### config.mk
export PLATFORM = sky130hd
export DESIGN_NAME = instruction_decoder
export DESIGN_NICKNAME = d
export VERILOG_FILES = /design/src/rtl/instruction_decoder_pkg.sv /design/src/rtl/instruction_decoder_slicer.sv /design/src/rtl/instruction_decoder.sv
export SDC_FILE = /design/constraint.sdc
export NUM_CORES = 1
export LEC_CHECK = 0
export ABC_CLOCK_PERIOD_IN_PS = 800
export CAP_MARGIN = 40
export CORE_ASPECT_RATIO = 0.9
export CORE_MARGIN = 1
export CORE_UTILIZATION = 35
export CTS_CLUSTER_DIAMETER = 200
export DETAILED_ROUTE_END_ITERATION = 8
export GPL_TIMING_DRIVEN = 1
export PLACE_DENSITY = 0.75
export RECOVER_POWER = 100
export SLEW_MARGIN = 40
export SYNTH_ARGS = -nofsm -noshare
export SYNTH_HDL_FRONTEND = slang
export SYNTH_SLANG_ARGS = --single-unit
### constraint.sdc
create_clock -name clk -period 0.8 [get_ports clk]
set_input_delay 0.12 -clock clk [delete_from_list [all_inputs] [get_ports clk]]
set_output_delay 0.12 -clock clk [all_outputs]
set_load 0.1 [all_outputs]
### src/rtl/instruction_decoder_pkg.sv
`default_nettype none
// ============================================================================
//  Module      : instruction_decoder_pkg
//  Description : Opcode encodings, field positions and the decoded-field
//                struct shared by the NPU instruction decoder.
//  Revision    : 1.0 - initial release
// ============================================================================
package instruction_decoder_pkg;

  localparam int INST_W     = 32;
  localparam int OPCODE_MSB = 31;
  localparam int OPCODE_LSB = 28;
  localparam int OPCODE_W   = 4;
  localparam int SRC1_MSB   = 27;
  localparam int SRC1_LSB   = 22;
  localparam int SRC2_MSB   = 21;
  localparam int SRC2_LSB   = 16;
  localparam int SRC_W      = 6;
  localparam int DEST_MSB   = 15;
  localparam int DEST_LSB   = 14;
  localparam int DEST_W     = 2;
  localparam int IMM_MSB    = 15;
  localparam int IMM_LSB    = 0;
  localparam int IMM_W      = 16;

  // First opcode value of the reserved block (0xC..0xF)
  localparam logic [OPCODE_W-1:0] RESERVED_BASE = 4'hC;

  typedef enum logic [OPCODE_W-1:0] {
    NOP    = 4'h0,
    LOAD   = 4'h1,
    STORE  = 4'h2,
    ADD    = 4'h3,
    SUB    = 4'h4,
    MUL    = 4'h5,
    MAC    = 4'h6,
    RELU   = 4'h7,
    MATMUL = 4'h8,
    MAX    = 4'h9,
    MOVI   = 4'hA,
    SHIFT  = 4'hB
  } opcode_t;

  typedef struct packed {
    opcode_t            opcode;
    logic [SRC_W-1:0]   src1;
    logic [SRC_W-1:0]   src2;
    logic [DEST_W-1:0]  dest;
    logic [IMM_W-1:0]   immediate;
  } decoded_inst_t;

  function automatic logic is_reserved(input opcode_t op);
    return (OPCODE_W'(op) >= RESERVED_BASE);
  endfunction

endpackage
`default_nettype wire

### src/rtl/instruction_decoder_slicer.sv
`default_nettype none
// ============================================================================
//  Module      : inst_field_slicer
//  Description : Purely combinational split of a 32-bit instruction word into
//                its decoded fields. Dest deliberately overlaps the top two
//                immediate bits.
//  Revision    : 1.0 - initial release
// ============================================================================
module inst_field_slicer
  import instruction_decoder_pkg::*;
(
  input  logic [INST_W-1:0] inst,
  output decoded_inst_t     fields
);

  // Plain bit slicing; the opcode cast keeps reserved values 0xC..0xF intact
  always_comb begin
    fields           = '0;
    fields.opcode    = opcode_t'(inst[OPCODE_MSB:OPCODE_LSB]);
    fields.src1      = inst[SRC1_MSB:SRC1_LSB];
    fields.src2      = inst[SRC2_MSB:SRC2_LSB];
    fields.dest      = inst[DEST_MSB:DEST_LSB];
    fields.immediate = inst[IMM_MSB:IMM_LSB];
  end

endmodule
`default_nettype wire

### src/rtl/instruction_decoder.sv
`default_nettype none
// ============================================================================
//  Module      : instruction_decoder
//  Description : Registered field decoder for the NPU 32-bit instruction word.
//                Fields appear one clock after a valid instruction together
//                with dec_valid; they hold while no instruction is offered.
//  Options     : INSTR_DECODER_ILLEGAL_CHECK_EN - flag reserved opcodes
//                (0xC..0xF) on the illegal output; otherwise illegal is 0.
//  Revision    : 1.0 - initial release
// ============================================================================
module instruction_decoder
  import instruction_decoder_pkg::*;
(
  input  logic                clk,
  input  logic                rst_n,
  input  logic                inst_valid,
  input  logic [INST_W-1:0]   inst,
  output logic                dec_valid,
  output logic [OPCODE_W-1:0] opcode,
  output logic [SRC_W-1:0]    src1,
  output logic [SRC_W-1:0]    src2,
  output logic [DEST_W-1:0]   dest,
  output logic [IMM_W-1:0]    immediate,
  output logic                illegal
);

  decoded_inst_t sliced;
  decoded_inst_t fields_reg;
  logic          valid_reg;

  inst_field_slicer u_slicer (
    .inst   (inst),
    .fields (sliced)
  );

  // Valid flag follows inst_valid; fields load only on a valid instruction
  always_ff @(posedge clk or negedge rst_n) begin
    if (!rst_n) begin
      valid_reg  <= 1'b0;
      fields_reg <= '0;
    end else begin
      valid_reg <= inst_valid;
      if (inst_valid) begin
        fields_reg <= sliced;
      end
    end
  end

`ifdef INSTR_DECODER_ILLEGAL_CHECK_EN
  logic illegal_reg;

  // Flag is set only by a captured reserved opcode; idle cycles clear it
  always_ff @(posedge clk or negedge rst_n) begin
    if (!rst_n) begin
      illegal_reg <= 1'b0;
    end else begin
      illegal_reg <= inst_valid && is_reserved(sliced.opcode);
    end
  end

  assign illegal = illegal_reg;
`else
  assign illegal = 1'b0;
`endif

  assign dec_valid = valid_reg;
  assign opcode    = OPCODE_W'(fields_reg.opcode);
  assign src1      = fields_reg.src1;
  assign src2      = fields_reg.src2;
  assign dest      = fields_reg.dest;
  assign immediate = fields_reg.immediate;

endmodule
`default_nettype wire

==> impl_metrics.py <==
metrics = {
    "pwr": {
        "powerDensity_mw_per_mm2": 2250,
        "leakagePower_nw": 1.17,
        "vdd_drop_max_mv": 1.29,
    },
    "worst_setup_path": {
        "cp-start-kind": "flip-flop",
        "worstPathRequired_ns": 0.68,
        "reg2reg_to": "immediate[6]",
        "ff2ff_path_depth": 2,
        "end_kind": "primary output",
        "crit_chain": "buf_12",
        "crit_family": "flip-flops",
        "worst-setup-path-type": "reg -> out",
        "slowest_delay_ns": 0.51,
        "r2r_slack_ns": -0.19,
        "slowest_stage": "dfrtp_4",
        "crit_path_max_fanout": 3,
        "rr_startpoint": "immediate[6]",
        "cp-startpoint": "immediate[15]",
        "cp.arrival_ns": 0.95,
        "crit_buf_inv": 1,
    },
    "clocking": {
        "clk_pin_slew_ns": 0.06,
        "cts_hold_buffers": 0,
        "root_buffer": "clkbuf_8",
        "clkLatencyLatePin_ns": 0.27,
        "cts_tree": "done",
        "cts_buffers": 5,
        "clock_sinks": 33,
        "cts_max_path_buffers": 2,
        "htree_levels": 2,
    },
    "sta": {
        "period_needed_ns": 1.07,
        "rsz0062_at_grt": "yes",
        "setup_tns_ns": -12.38,
        "slew_headroom_pct": 63.8,
        "skew_ns": 0,
        "worst_pin_slew_ns": 0.543,
        "slew_violations": 0,
        "max_freq_mhz": 932,
        "setup_viol": 67,
        "finalHoldViolCount": 0,
        "post-route-worst-setup-slack_ns": -0.273,
        "min_period_over_period_pct": 134,
    },
    "final_layout": {
        "postLayoutCoreUtil_pct": 71.6,
        "nNetsFinal": 185,
        "area_growth_syn_to_layout_pct": 92.6,
        "diodes": 0,
        "final_cell_area_mm2": 0.00269,
        "final_cells": 196,
        "drive_above_1_share_pct": 76.7,
        "fillCellCount": 249,
    },
    "outcome": {
        "failed_checks": "setup timing",
        "status": "finished, violations left",
    },
    "place": {
        "dp_cells": 185,
        "placed_cell_area_mm2": 0.00258,
        "hpwl_um": 2330,
        "port_buffers": 69,
        "gp_congestion": 0.665,
    },
    "route": {
        "drt-pass1-iter-count": 3,
        "wirelength_um": 3040,
        "drtAntennaViolNets": 0,
        "dr_total_vias": 885,
        "drt_iter0_markers": 40,
        "routedWlPerCell_um": 15.5,
        "drc": 0,
        "vias_per_cell": 4.52,
    },
    "flow_run": {
        "cap_violations": 0,
    },
    "die": {
        "initial_utilization_pct": 37.2,
        "fp-row-count": 21,
        "dieArea_mm2": 0.00425,
        "die_w_um": 68.6,
        "boundaryPins": 71,
        "core_mm2": 0.00376,
        "die_h_um": 61.9,
    },
    "yosys": {
        "avgSynthCellArea_um2": 19.1,
        "synthCells": 73,
        "ys_types": 7,
        "ys_ff_latch": 33,
        "syn-num-nets": 108,
        "yosys_warnings": 0,
        "ys_seq_area_share_pct": 59.1,
        "syn-cell-area_mm2": 0.00140,
    },
    "grt": {
        "antenna_found_initial": 0,
        "grt_usage_pct": 15.5,
        "grt_pass1_vias": 934,
        "grt_max_degree": 34,
        "overflow": 0,
        "grt_pass1_wl_um": 4550,
    },
    "worst_hold_path": {
        "hp-class": "in -> async",
    },
}
==> cell type report <==
class                   instances  area (um2)  area share (%)
clock buffers                   7        86.3            3.21
multi-input cells              33         477            17.7
flip-flops and latches         33         947            35.2
well taps                      46        57.6            2.14
repair buffers                 77        1120            41.7
==> per-stage QoR <==
| step | setup slack, ns | total power [mW] | hold slack (ns) |
|---|---|---|---|
| floorplan | -0.234 | 3.76 | -0.176 |
| global placement | -0.141 | 4.81 | 0.509 |
| detailed placement | -0.163 | 4.84 | 0.509 |
| CTS | -0.286 | 6.10 | 0.216 |
| global route | -0.304 | 6.24 | 0.314 |
| finish | -0.273 | 6.04 | 0.284 |
==> report_power, final <==
part / total (mW) / switching [mW] / leakage (nW) / internal [mW]
Clock: 1.22 / 0.538 / 0.0443 / 0.682
Sequential: 2.14 / 0.200 / 0.355 / 1.94
Combinational: 2.67 / 1.57 / 0.766 / 1.10
Total: 6.04 / 2.31 / 1.17 / 3.73
==> how the worst max path moves through the flow <==
| stage | to | slack [ns] | depth (start not counted) |
|---|---|---|---|
| 6_report | dest[1] | -0.27 | 1 |
| 5_1_grt | dest[1] | -0.30 | 1 |
| 4_1_cts | dest[1] | -0.29 | 1 |
| 3_5_place_dp | immediate[12] | -0.16 | 3 |
| 3_3_place_gp | immediate[12] | -0.14 | 3 |
| 2_1_floorplan | immediate[14] | -0.23 | 1 |
==> sequential cells by signal, summed over array words and instances, names as in the netlist <==
signal and cells:
src1 6, src2 6, dec_valid 1, opcode 4
immediate 16
==> synthesized netlist by cell type <==
library cell	n	area [um2]
buf_4	3	22.5
conb_1	1	3.75
mux2_4	30	450
mux2_2	2	22.5
dfrtp_1	33	826
buf_12	3	60.1
buf_6	1	11.3
==> metal layers <==
metal	part of all wire, %	global-route usage [%]	up-vias
met5	0	0	-
met1	39	18.5	449
met2	53	25.4	37
met3	6.9	5.66	4
met4	0.89	6.25	0
li1	-	-	395
==> logic make-up after synthesis <==
group                  synth area share (%)
other                                 0.269
multiplexers                           33.9
flip-flops                             59.1
buffers and inverters                  6.72
==> placed cells by master (no fill, tap or decap) <==
cell type        synthesis  final
buf_6                    1      4
clkbuf_1                 0      1
conb_1                   1      1
mux2_4                  30     30
clkbuf_2                 0      1
dfrtp_4                  0     32
dfrtp_2                  0      1
clkbuf_8                 0      6
clkdlybuf4s50_1          0     33
buf_12                   3     36
mux2_2                   2      2
clkbuf_4                 0      1
buf_2                    0      1
buf_4                    3      1
==> what timing repair did <==
| action | 4_1_cts | 5_1_grt |
|---|---|---|
| hold endpoints to repair | 0 | 0 |
| endpoints found under the setup margin | 67 | 67 |
| buffers inserted | 3 | 1 |
| resized for setup | 3 | 1 |
| pin swaps | 0 | 0 |
Power figures use the tool's default switching activity.
